<file path="src/rtl/otp_pkg.sv">
// otp_pkg: shared state encoding and default timing constants for the OTP session controller
package otp_pkg;
  typedef enum logic [1:0] {
    IDLE    = 2'd0,
    ARM     = 2'd1,
    SHOW    = 2'd2,
    LOCKOUT = 2'd3
  } otp_state_e;
  localparam int SHOW_TICKS_DEF   = 6;
  localparam int MAX_REQ_DEF      = 3;
  localparam int WINDOW_TICKS_DEF = 12;
  localparam int LOCK_TICKS_DEF   = 24;
endpackage

</file>
<file path="src/rtl/rise_detect.sv">
// rise_detect: registered rising-edge detector that ignores a level already high out of reset
module rise_detect (
  input  logic clk,
  input  logic rst,
  input  logic level,
  output logic rise
);
  logic prev;
  logic armed;
  always_ff @(posedge clk or posedge rst) begin
    if (rst) begin
      prev  <= 1'b0;
      armed <= 1'b0;
    end else begin
      prev  <= level;
      armed <= armed | ~level;
    end
  end
  // armed stays low until the level has been seen low once after reset
  assign rise = level & ~prev & armed;
endmodule

</file>
<file path="src/rtl/otp_session_ctrl.sv">
// otp_session_ctrl: button-driven OTP display session with rate limiting and lockout
import otp_pkg::*;
module otp_session_ctrl #(
  parameter int SHOW_TICKS   = SHOW_TICKS_DEF,
  parameter int MAX_REQ      = MAX_REQ_DEF,
  parameter int WINDOW_TICKS = WINDOW_TICKS_DEF,
  parameter int LOCK_TICKS   = LOCK_TICKS_DEF
) (
  input  logic        clk,
  input  logic        rst,
  input  logic        button_req,
  input  logic        tick_5s,
  input  logic [15:0] hash_in,
  input  logic        hash_update,
  output logic        disp_enable,
  output logic [15:0] disp_value,
  output logic        locked,
  output logic [1:0]  state_o
);
  localparam int SW = $clog2(SHOW_TICKS + 1);
  localparam int RW = $clog2(MAX_REQ + 1);
  localparam int WW = $clog2(WINDOW_TICKS + 1);
  localparam int LW = $clog2(LOCK_TICKS + 1);
  otp_state_e    state;
  logic          req;
  logic          arm_tick;
  logic          win_clr;
  logic [SW-1:0] show_cnt;
  logic [RW-1:0] req_cnt;
  logic [RW-1:0] req_eff;
  logic [WW-1:0] win_cnt;
  logic [LW-1:0] lock_cnt;
  rise_detect u_rise (
    .clk   (clk),
    .rst   (rst),
    .level (button_req),
    .rise  (req)
  );
  assign win_clr = tick_5s && state != LOCKOUT && win_cnt == WW'(WINDOW_TICKS - 1);
  // a request on the clearing tick sees the fresh window
  assign req_eff = win_clr ? '0 : req_cnt;
  assign state_o = state;
  always_ff @(posedge clk or posedge rst) begin
    if (rst) begin
      state       <= IDLE;
      disp_enable <= 1'b0;
      disp_value  <= '0;
      locked      <= 1'b0;
      arm_tick    <= 1'b0;
      show_cnt    <= '0;
      req_cnt     <= '0;
      win_cnt     <= '0;
      lock_cnt    <= '0;
    end else begin
      if (tick_5s && state != LOCKOUT) win_cnt <= win_clr ? '0 : win_cnt + 1'b1;
      if (win_clr) req_cnt <= '0;
      case (state)
        IDLE: if (req) begin
          if (req_eff < RW'(MAX_REQ)) begin
            req_cnt  <= req_eff + 1'b1;
            arm_tick <= 1'b0;
            state    <= ARM;
          end else begin
            lock_cnt <= '0;
            locked   <= 1'b1;
            state    <= LOCKOUT;
          end
        end
        ARM: if (hash_update) begin
          disp_value  <= hash_in;
          show_cnt    <= SW'(SHOW_TICKS);
          disp_enable <= 1'b1;
          state       <= SHOW;
        end else if (tick_5s) begin
          arm_tick <= 1'b1;
          if (arm_tick) state <= IDLE;
        end
        SHOW: begin
          if (hash_update) disp_value <= hash_in;
          if (req) show_cnt <= SW'(SHOW_TICKS);
          else if (tick_5s) begin
            show_cnt <= show_cnt - 1'b1;
            if (show_cnt == SW'(1)) begin
              disp_enable <= 1'b0;
              state       <= IDLE;
            end
          end
        end
        LOCKOUT: if (tick_5s) begin
          if (lock_cnt == LW'(LOCK_TICKS - 1)) begin
            lock_cnt <= '0;
            locked   <= 1'b0;
            req_cnt  <= '0;
            win_cnt  <= '0;
            state    <= IDLE;
          end else lock_cnt <= lock_cnt + 1'b1;
        end
        default: state <= IDLE;
      endcase
    end
  end
endmodule

</file>
<file path="config.mk">
export PLATFORM = sky130hd
export DESIGN_NAME = otp_session_ctrl
export DESIGN_NICKNAME = d
export VERILOG_FILES = /design/src/rtl/otp_pkg.sv /design/src/rtl/rise_detect.sv /design/src/rtl/otp_session_ctrl.sv
export SDC_FILE = /design/constraint.sdc
export NUM_CORES = 1
export LEC_CHECK = 0
export BUFFER_PORTS_ARGS = -buffer_cell sky130_fd_sc_hd__buf_2
export CAP_MARGIN = 20
export CORE_UTILIZATION = 51
export DETAILED_ROUTE_END_ITERATION = 12
export PLACE_DENSITY = 0.76
export SLEW_MARGIN = 10
export SYNTH_ARGS = -nofsm -noshare
export SYNTH_HDL_FRONTEND = slang
export SYNTH_HIERARCHICAL = 1
export SYNTH_SLANG_ARGS = --single-unit
</file>
<file path="constraint.sdc">
create_clock -name clk -period 2.5 [get_ports clk]
set_input_delay 0.5 -clock clk [delete_from_list [all_inputs] [get_ports clk]]
set_output_delay 0.5 -clock clk [all_outputs]
set_load 0.005 [all_outputs]
</file>
==> flow_metrics.env <==
export IMPL_synth_compound_area_share_pct=16.1
export IMPL_max_cap_viol_count=0
export IMPL_stdcell_area_um2=2310
export IMPL_clk_pin_slew_ps=70
export IMPL_antenna_found_initial=0
export IMPL_insertion_delay_ps=290
export IMPL_grt_pass1_wl_um=6620
export IMPL_syn_area_um2=1920
export IMPL_layout_cells_non_filler=255
export IMPL_cts_tree="yes"
export IMPL_dieArea_um2=4010
export IMPL_rrSetupSlack_ps=400
export IMPL_drt_wl_total_um=3730
export IMPL_dp_cells=247
export IMPL_cts_root_buffer="clkbuf_8"
export IMPL_regArea_um2=926
export IMPL_arrival_ps=2280
export IMPL_initial_core_util_pct=55.3
export IMPL_drt_pass1_iterations=4
export IMPL_crit_path_end_kind="flop"
export IMPL_die_y_um=63.3
export IMPL_synthMuxAreaShare_pct=13.2
export IMPL_clock_path_buffers=2
export IMPL_setup_viol=0
export IMPL_yosys_area_share_adder_pct=5.22
export IMPL_antenna_cells=0
export IMPL_synthSimpleGateAreaFrac_pct=12.6
export IMPL_yosys_warnings=6
export IMPL_fmax_ghz=0.477
export IMPL_drcViolationCount=0
export IMPL_ys_types=45
export IMPL_status="finished, final reports clean"
export IMPL_io_buffers=40
export IMPL_leakage_uw=0.00106
export IMPL_die_w_um=63.3
export IMPL_power_density_nw_per_um2=1110
export IMPL_ys_flop_type="dfrtp_1"
export IMPL_num_vias=1397
export IMPL_nets=237
export IMPL_cts_hold_buffers=0
export IMPL_dpl_hpwl_um=2820
export IMPL_worst_pin_slew_ps=655
export IMPL_path_class="reg2reg"
export IMPL_core_area_um2=3470
export IMPL_rsz0062_at_grt="false"
export IMPL_crit_start="state_o[0]"
export IMPL_fin_crit_sh_pct=83.8
export IMPL_yosysSeqAreaShare_pct=48.3
export IMPL_final_common_cell="buf_2"
export IMPL_synth_edf_count=0
export IMPL_grt_overflow=0
export IMPL_rows=21
export IMPL_cts_setup_buffers=0
export IMPL_postPlaceCellArea_um2=2170
export IMPL_cts_buffers=5
export IMPL_ir_drop_uv=756
export IMPL_fillCellCount=291
export IMPL_finalSetupTns_ps=0
export IMPL_routedWlPerCell_um=14.6
export IMPL_wl_met2_um=1790
export IMPL_synth_nets=193
export IMPL_avgSynthCellArea_um2=11.7
export IMPL_min_period_ps=2100
export IMPL_drt_met1_wl_um=1690
export IMPL_drv_slew=0
export IMPL_dr_max_layer_used="met4"
export IMPL_min_path_type="in2async"
export IMPL_multiInputGateArea_um2=912
export IMPL_synth_top_family_by_area="compound AO/OA/AOI/OAI gates"
export IMPL_reg2reg_from="state_o[0]"
export IMPL_synthCells=164
export IMPL_mostFrequentLayoutCells="buf_2 (40), dfrtp_1 (37), mux2_2 (18)"
export IMPL_async_reset_ff_share_pct=100
export IMPL_finalClockSkew_ps=1.65
export IMPL_drive_gt1_share_pct=37.3
export IMPL_routed_via_density=5.48
export IMPL_io_pins=41
export IMPL_grt_max_degree=20
export IMPL_endpoint="lock_cnt[0]"
export IMPL_drtIter0Drc=70
export IMPL_synthToLayoutAreaGrowth_pct=20.2
export IMPL_final_antenna_net_count=0
export IMPL_wl_met3_um=186
export IMPL_final_core_util_pct=66.5
export IMPL_cts_num_sinks=37
export IMPL_cts_max_level=2
export IMPL_slew_headroom_pct=56.3
export IMPL_grt_pass1_vias=1482
export IMPL_r2r_end="lock_cnt[0]"
export IMPL_whs_ps=58.3
export IMPL_ys_ff_latch=37
export IMPL_worst_setup_path_start_kind="flop"
export IMPL_cts_resized=0
export IMPL_crit_required_ps=2680
export IMPL_track_usage_pct=21.5
export IMPL_rr_worst_depth=6
export IMPL_gp_congestion=0.822
export IMPL_worstPathMaxFanout=12
export IMPL_synthXorXnorAreaFrac_pct=0.457
export IMPL_finalHoldViolCount=0
-- registers in the layout, indices dropped and copies added, names as in the netlist --
signal        count
lock_cnt          5
state_o           2
win_cnt           4
disp_enable       1
show_cnt          3
req_cnt           2
disp_value       16
locked            1
arm_tick          1
u_rise/prev       1
u_rise/armed      1
-- synthesized netlist by cell type (all sizes together), types with 3 or more instances --
master	instances	share of area [%]
dfrtp	37	48
a21oi	3	0.78
o21ai	5	1.3
inv	15	2.9
nand3	7	1.8
nand2	12	2.3
o211ai	3	1.2
a22oi	3	1.9
nor2b	5	2.0
nand2b	5	1.6
nor2	5	0.98
mux2	20	12
a22o	3	1.4
ha	8	5.2
-- worst min-delay path by stage --
stage | startpoint | end | slack, ps | depth (start not counted)
2_1_floorplan | rst | u_rise/armed | 240 | 1
3_3_place_gp | rst | u_rise/armed | 360 | 2
3_5_place_dp | rst | u_rise/prev | 370 | 2
4_1_cts | rst | u_rise/prev | 50 | 2
5_1_grt | rst | u_rise/prev | 50 | 2
6_report | rst | u_rise/prev | 60 | 2
-- cell families (layout without fill, tap and decap cells) --
logic type / after synthesis / count (layout)
xor+xnor: 1 / 1
flops: 37 / 37
simple gates: 44 / 44
compound gates: 33 / 33
fa+ha+maj: 8 / 8
mux: 22 / 22
buf+inv: 19 / 64
-- routing by layer --
layer  vias up  track usage [%]
met2        39             34.7
met1       674             27.6
met4         0             6.82
met5         -                0
li1        679                -
met3         5             6.52
-- worst max-delay path, stage by stage (launching register included) --
cell	delay, ps
dfrtp_1	440
inv_1	110
ha_1	420
nand3_1	200
a32oi_4	290
and2_4	230
mux2_4	300
-- metrics by stage --
step                      worst slack, ps  total power (uW)
after CTS                             439              2580
after global placement                531              1890
after detailed placement              430              1950
after global routing                  307              2730
after floorplan                       676              1630
final                                 404              2550
-- layout make-up --
cell class                      count  area share (%)
Sequential cell                    37            40.2
Clock inverter                      3            2.82
Tap cell                           46            2.50
Timing Repair Buffer               41            9.55
Inverter                           15            2.44
Clock buffer                        5            2.98
Multi-Input combinational cell    108            39.6
-- power by group --
group	total, uW	internal, uW	switching, uW
registers	990	833	157
clock network	617	396	221
logic	942	497	444
No activity file was read; power rests on OpenSTA's default activity.
